$ cat config.mk
export PLATFORM = sky130hd
export DESIGN_NAME = five_stage_adder_flat
export DESIGN_NICKNAME = d
export VERILOG_FILES = /design/src/rtl/five_stage_adder_if.sv /design/src/rtl/five_stage_adder.sv /design/src/flat_wrapper.sv
export SDC_FILE = /design/constraint.sdc
export NUM_CORES = 1
export LEC_CHECK = 0
export ABC_AREA = 1
export CORE_ASPECT_RATIO = 0.9
export CORE_MARGIN = 8
export CORE_UTILIZATION = 34
export CTS_CLUSTER_SIZE = 8
export DETAILED_ROUTE_END_ITERATION = 16
export PLACE_DENSITY = 0.62
export SYNTH_ARGS = -nofsm -noshare
export SYNTH_HDL_FRONTEND = slang
export SYNTH_SLANG_ARGS = --single-unit
$ cat constraint.sdc
create_clock -name clk -period 3.9 [get_ports clk]
set_input_delay 0.78 -clock clk [delete_from_list [all_inputs] [get_ports clk]]
set_output_delay 0.78 -clock clk [all_outputs]
set_load 0.1 [all_outputs]
$ cat src/rtl/five_stage_adder_if.sv
// five_stage_adder_if: operand/result bundle for the pipelined adder.
// The producer (master) drives valid_i/data_1/data_2.
// The adder (slave) drives data_out/valid_o.
interface five_stage_adder_if #(
    parameter int DATA_W = 16
);
    logic              valid_i;
    logic [DATA_W-1:0] data_1;
    logic [DATA_W-1:0] data_2;
    logic [DATA_W:0]   data_out;
    logic              valid_o;

    modport master (
        output valid_i, data_1, data_2,
        input  data_out, valid_o
    );

    modport slave (
        input  valid_i, data_1, data_2,
        output data_out, valid_o
    );
endinterface

$ cat src/rtl/five_stage_adder.sv
// five_stage_adder: 16-bit unsigned adder, 17-bit result, 5-cycle latency.
// The carry chain is cut into 4-bit slices, with one slice per pipeline stage.
// Data registers advance every cycle, and valid travels alongside as a tag.
// Optional build macro FIVE_STAGE_ADDER_HOLD_EN:
//   - defined: data_out holds the last valid sum during bubbles.
//   - undefined: data_out reads 0 whenever valid_o is low.
module five_stage_adder #(
    parameter int DATA_W = 16
) (
    input  logic               clk,
    input  logic               rst,
    five_stage_adder_if.slave  bus
);
    localparam int STAGES = 5;

    // Valid tags: bit 0 is S1, bit STAGES-1 is the output stage.
    logic [STAGES-1:0] vld_pipe;

    // S1 operands
    logic [DATA_W-1:0]  a1, b1;
    // S2: low slice done
    logic [3:0]         sum2;
    logic               c2;
    logic [DATA_W-1:4]  a2, b2;
    // S3: two slices done
    logic [7:0]         sum3;
    logic               c3;
    logic [DATA_W-1:8]  a3, b3;
    // S4: three slices done
    logic [11:0]        sum4;
    logic               c4;
    logic [DATA_W-1:12] a4, b4;
    // S5: registered output
    logic [DATA_W:0]    data_out_q;

    // One 4-bit slice add per stage; the carry-in comes from the previous stage's register.
    logic [4:0] slc2, slc3, slc4, slc5;
    assign slc2 = {1'b0, a1[3:0]}   + {1'b0, b1[3:0]};
    assign slc3 = {1'b0, a2[7:4]}   + {1'b0, b2[7:4]}   + {4'b0, c2};
    assign slc4 = {1'b0, a3[11:8]}  + {1'b0, b3[11:8]}  + {4'b0, c3};
    assign slc5 = {1'b0, a4[15:12]} + {1'b0, b4[15:12]} + {4'b0, c4};

    // Shift the valid tag along with the data; reset drops all in-flight pairs.
    always_ff @(posedge clk) begin
        if (rst) vld_pipe <= '0;
        else     vld_pipe <= {vld_pipe[STAGES-2:0], bus.valid_i};
    end

    // Operand and partial-sum pipeline, advancing unconditionally.
    always_ff @(posedge clk) begin
        if (rst) begin
            a1 <= '0; b1 <= '0;
            sum2 <= '0; c2 <= 1'b0; a2 <= '0; b2 <= '0;
            sum3 <= '0; c3 <= 1'b0; a3 <= '0; b3 <= '0;
            sum4 <= '0; c4 <= 1'b0; a4 <= '0; b4 <= '0;
        end else begin
            a1   <= bus.data_1;
            b1   <= bus.data_2;
            sum2 <= slc2[3:0];
            c2   <= slc2[4];
            a2   <= a1[DATA_W-1:4];
            b2   <= b1[DATA_W-1:4];
            sum3 <= {slc3[3:0], sum2};
            c3   <= slc3[4];
            a3   <= a2[DATA_W-1:8];
            b3   <= b2[DATA_W-1:8];
            sum4 <= {slc4[3:0], sum3};
            c4   <= slc4[4];
            a4   <= a3[DATA_W-1:12];
            b4   <= b3[DATA_W-1:12];
        end
    end

`ifdef FIVE_STAGE_ADDER_HOLD_EN
    // Output stage: capture only valid sums; bubbles keep the last result.
    always_ff @(posedge clk) begin
        if (rst)              data_out_q <= '0;
        else if (vld_pipe[3]) data_out_q <= {slc5, sum4};
    end
`else
    // Output stage: data_out is zero unless the result is valid.
    always_ff @(posedge clk) begin
        if (rst)              data_out_q <= '0;
        else if (vld_pipe[3]) data_out_q <= {slc5, sum4};
        else                  data_out_q <= '0;
    end
`endif

    assign bus.data_out = data_out_q;
    assign bus.valid_o  = vld_pipe[STAGES-1];
endmodule

$ cat src/flat_wrapper.sv
// flat-port wrapper written by rule: the top's interface ports become plain ports
module five_stage_adder_flat 
#(
    parameter int DATA_W = 16
)
  (clk, rst, bus_valid_i, bus_data_1, bus_data_2, bus_data_out, bus_valid_o);
  five_stage_adder_if #(.DATA_W(DATA_W)) bus_i ();
  input  logic clk;
  input  logic rst;
  input wire logic [$bits(bus_i.valid_i)-1:0] bus_valid_i;
  input wire logic [$bits(bus_i.data_1)-1:0] bus_data_1;
  input wire logic [$bits(bus_i.data_2)-1:0] bus_data_2;
  output wire logic [$bits(bus_i.data_out)-1:0] bus_data_out;
  output wire logic [$bits(bus_i.valid_o)-1:0] bus_valid_o;
  assign bus_i.valid_i = bus_valid_i;
  assign bus_i.data_1 = bus_data_1;
  assign bus_i.data_2 = bus_data_2;
  assign bus_data_out = bus_i.data_out;
  assign bus_valid_o = bus_i.valid_o;
  five_stage_adder #(.DATA_W(DATA_W)) u_core (.clk(clk), .rst(rst), .bus(bus_i));
endmodule
==> run_results.csv <==
group,metric,value,unit
synthesis,yosysWarnings,0,
outcome,status,"finished, final reports clean",
layout,n_antenna_cell,0,
layout,fin_nets,578,
routing,num_vias,2553,
routing,drcViolationCount,0,
critical_path,critPathTopFamily,"buffers and inverters",
synthesis,ys_ff_latch,129,
synthesis,synth_cells,464,
synthesis,seq_area_frac_synth,0.617,
routing,vias_per_cell,3.67,
grt,grt_overflow,0,
layout,layoutNonFillerInstCount,696,
routing,drt-total-wl,6.09,mm
synthesis,ys_types,15,
timing,hold_viol,0,
timing,min_period,2.60,ns
timing,finClkSkew,0.00475,ns
routing,drt_iter0_markers,81,
clocking,cts_root_buffer,"clkbuf_16",
die,fp.dieH,121,µm
clocking,cts.sinks,129,
grt,grt_max_degree,70,
timing,setup_tns,0,ns
synthesis,ys_top_cells_by_area,"dfxtp_1, inv_1, nor2_1",
synthesis,syn_nets,519,
synthesis,syn_area,4180,µm²
critical_path,crit_path_max_incr_delay,1.12,ns
die,start_util,0.348,
routing,routedWlPerCell,8.75,µm
timing,timing.slew.headroom,0.350,
clocking,post_cts_buffers,0,
critical_path,endpoint_kind,"output port",
critical_path,cp_max_fo,1,
die,die_w,133,µm
timing,post-route-period-util,0.668,
critical_path,worstPathRequired,3.12,ns
die,rows,38,
critical_path,path_buf_inv,1,
layout,area_growth,28.8,%
placement,placed_cells,664,
grt,grt_pass1_wl,11.1,mm
grt,antenna_found_initial,0,
grt,grt_usage,0.0840,
die,dieArea,16100,µm²
synthesis,yosys.area.top_type,"dfxtp_1",
timing,drv_slew,0,
timing,max_freq,0.384,GHz
flow_run,cap_violations,0,
placement,port_buffers,52,
die,ios,53,
critical_path,path_cells,"clkdlybuf4s50_1",
clocking,cts_resized,0,
die,core,12000,µm²
layout,drive_gt1_frac,0.0690,
clocking,clockBufferDepth,2,
grt,grt_pass1_vias,2641,
clocking,htreeDepth,4,
clocking,numCtsBuffers,17,
critical_path,cpMaxStageDelayCell,"clkdlybuf4s50_1",
timing,worstMarginPinSlew,0.972,ns
clocking,cts.reportedPaths.clkPinSlew,0.06,ns
placement,post-dp-hpwl,4.27,mm
clocking,clk_latency,0.39,ns
synthesis,synth_area_per_cell,9.01,µm²
routing,ant_nets,0,
placement,place_congestion,0.768,
timing,whs,0.399,ns
timing,rsz0062_at_grt,"false",
power_and_ir_drop,peakVddDrop,314,µV
timing,setup-violations-final,0,
critical_path,crit_arrival,1.82,ns
critical_path,start_kind,"register",
critical_path,crit_type,"register to output port",
clocking,cts_tree,"built",
power_and_ir_drop,p_per_area,563,nW/µm²
routing,drt_pass1_iterations,4,
clocking,cts_hold_buffers,0,
worst_hold_path,hold_path_class,"register to register",
synthesis,yosys.area.top_type_share,0.617,
power_and_ir_drop,leakage,2.42,nW
## cells in the final DEF, fill, tap and decap left out
cell type        netlist  routed
nor2_1               127     127
clkinv_4               0       2
clkinv_2               0       1
dfxtp_1              129     129
nand3b_1               1       1
fa_1                   7       7
nand2_4                1       1
inv_1                132     132
clkbuf_8               0       1
nand3_1                9       9
inv_2                  1       1
nand2_1               14      14
ha_1                  13      13
inv_6                  0       4
buf_4                  0       2
inv_4                  1       1
clkdlybuf4s50_1        0      51
bufinv_16              0       2
a21oi_1               15      15
xor2_1                 1       1
clkinvlp_4             0       5
clkbuf_16              0      17
## synthesized netlist by cell type
cell      count
inv_1       132
dfxtp_1     129
nor2_1      127
a21oi_1      15
nand2_1      14
ha_1         13
nand3_1       9
buf_6         8
fa_1          7
buf_2         5
inv_2         1
inv_4         1
nand2_4       1
nand3b_1      1
xor2_1        1
## worst paths after layout
kind	slack, ns	start	cells past startpoint	endpoint
setup / recovery	1.30	u_core.bus.data_out[2]$_SDFF_PP0_	1	bus_data_out[2]
hold / removal	0.40	u_core.b2[10]$_SDFF_PP0_	2	u_core.b3[10]$_SDFF_PP0_
setup reg to reg	2.37	u_core.b3[8]$_SDFF_PP0_	8	u_core.c4$_SDFF_PP0_
hold reg to reg	0.40	u_core.b2[10]$_SDFF_PP0_	2	u_core.b3[10]$_SDFF_PP0_
## flip-flops by register name, indices dropped and copies added (netlist names), 5 cells and up
name / count
u_core.a2: 12
u_core.vld_pipe: 5
u_core.a1: 16
u_core.a3: 8
u_core.sum3: 8
u_core.b2: 12
u_core.b3: 8
u_core.bus.data_out: 17
u_core.b1: 16
u_core.sum4: 12
## cells by family after synthesis
group	after synthesis	synth area share
AOI/OAI and AO/OA	15	0.0179
xor gates and xnor gates	1	0.00209
adders and majority gates	20	0.0724
buffers and inverters	147	0.148
DFF	129	0.617
and+or+nand+nor	152	0.142
## worst register-to-register path, delay by kind of cell, from the launching register on
family | cells | cell delay, ns
fa+ha+maj | 2 | 0.63
flops | 1 | 0.32
compound gates | 1 | 0.12
buf+inv | 2 | 0.13
simple gates | 3 | 0.18
## area by class of cell
cell class | instances | area, µm²
clock buffers | 18 | 439
repair buffers | 53 | 526
flip-flops and latches | 129 | 2580
multi-input cells | 188 | 980
fillers | 1168 | 6640
well taps | 160 | 200
inverters | 134 | 505
clock inverters | 14 | 155
## metal layers
layer,global-route usage,vias up,share of wire
li1,-,1417,-
met1,0.0947,1077,0.48
met2,0.131,54,0.45
met3,0.0381,5,0.062
met4,0.0468,0,0.011
met5,0,-,0
## through the flow
step                      cell area (µm²)  total power [mW]  setup slack [ns]  utilization
after global placement               4790              1.53              1.71        0.398
final                                5390              3.03              1.30        0.448
after floorplan                      4180              1.49              2.21            -
after detailed placement             4790              1.53              1.69        0.398
after global routing                 5390              3.16              1.22        0.448
after CTS                            5390              3.07              1.26        0.448
## report_power, final
group	switching (mW)	leakage (nW)	internal, mW
clock network	0.564	0.276	0.965
registers	0.0132	1.06	1.37
logic	0.0631	1.09	0.0587
total	0.640	2.42	2.39
Power figures use the tool's default switching activity.
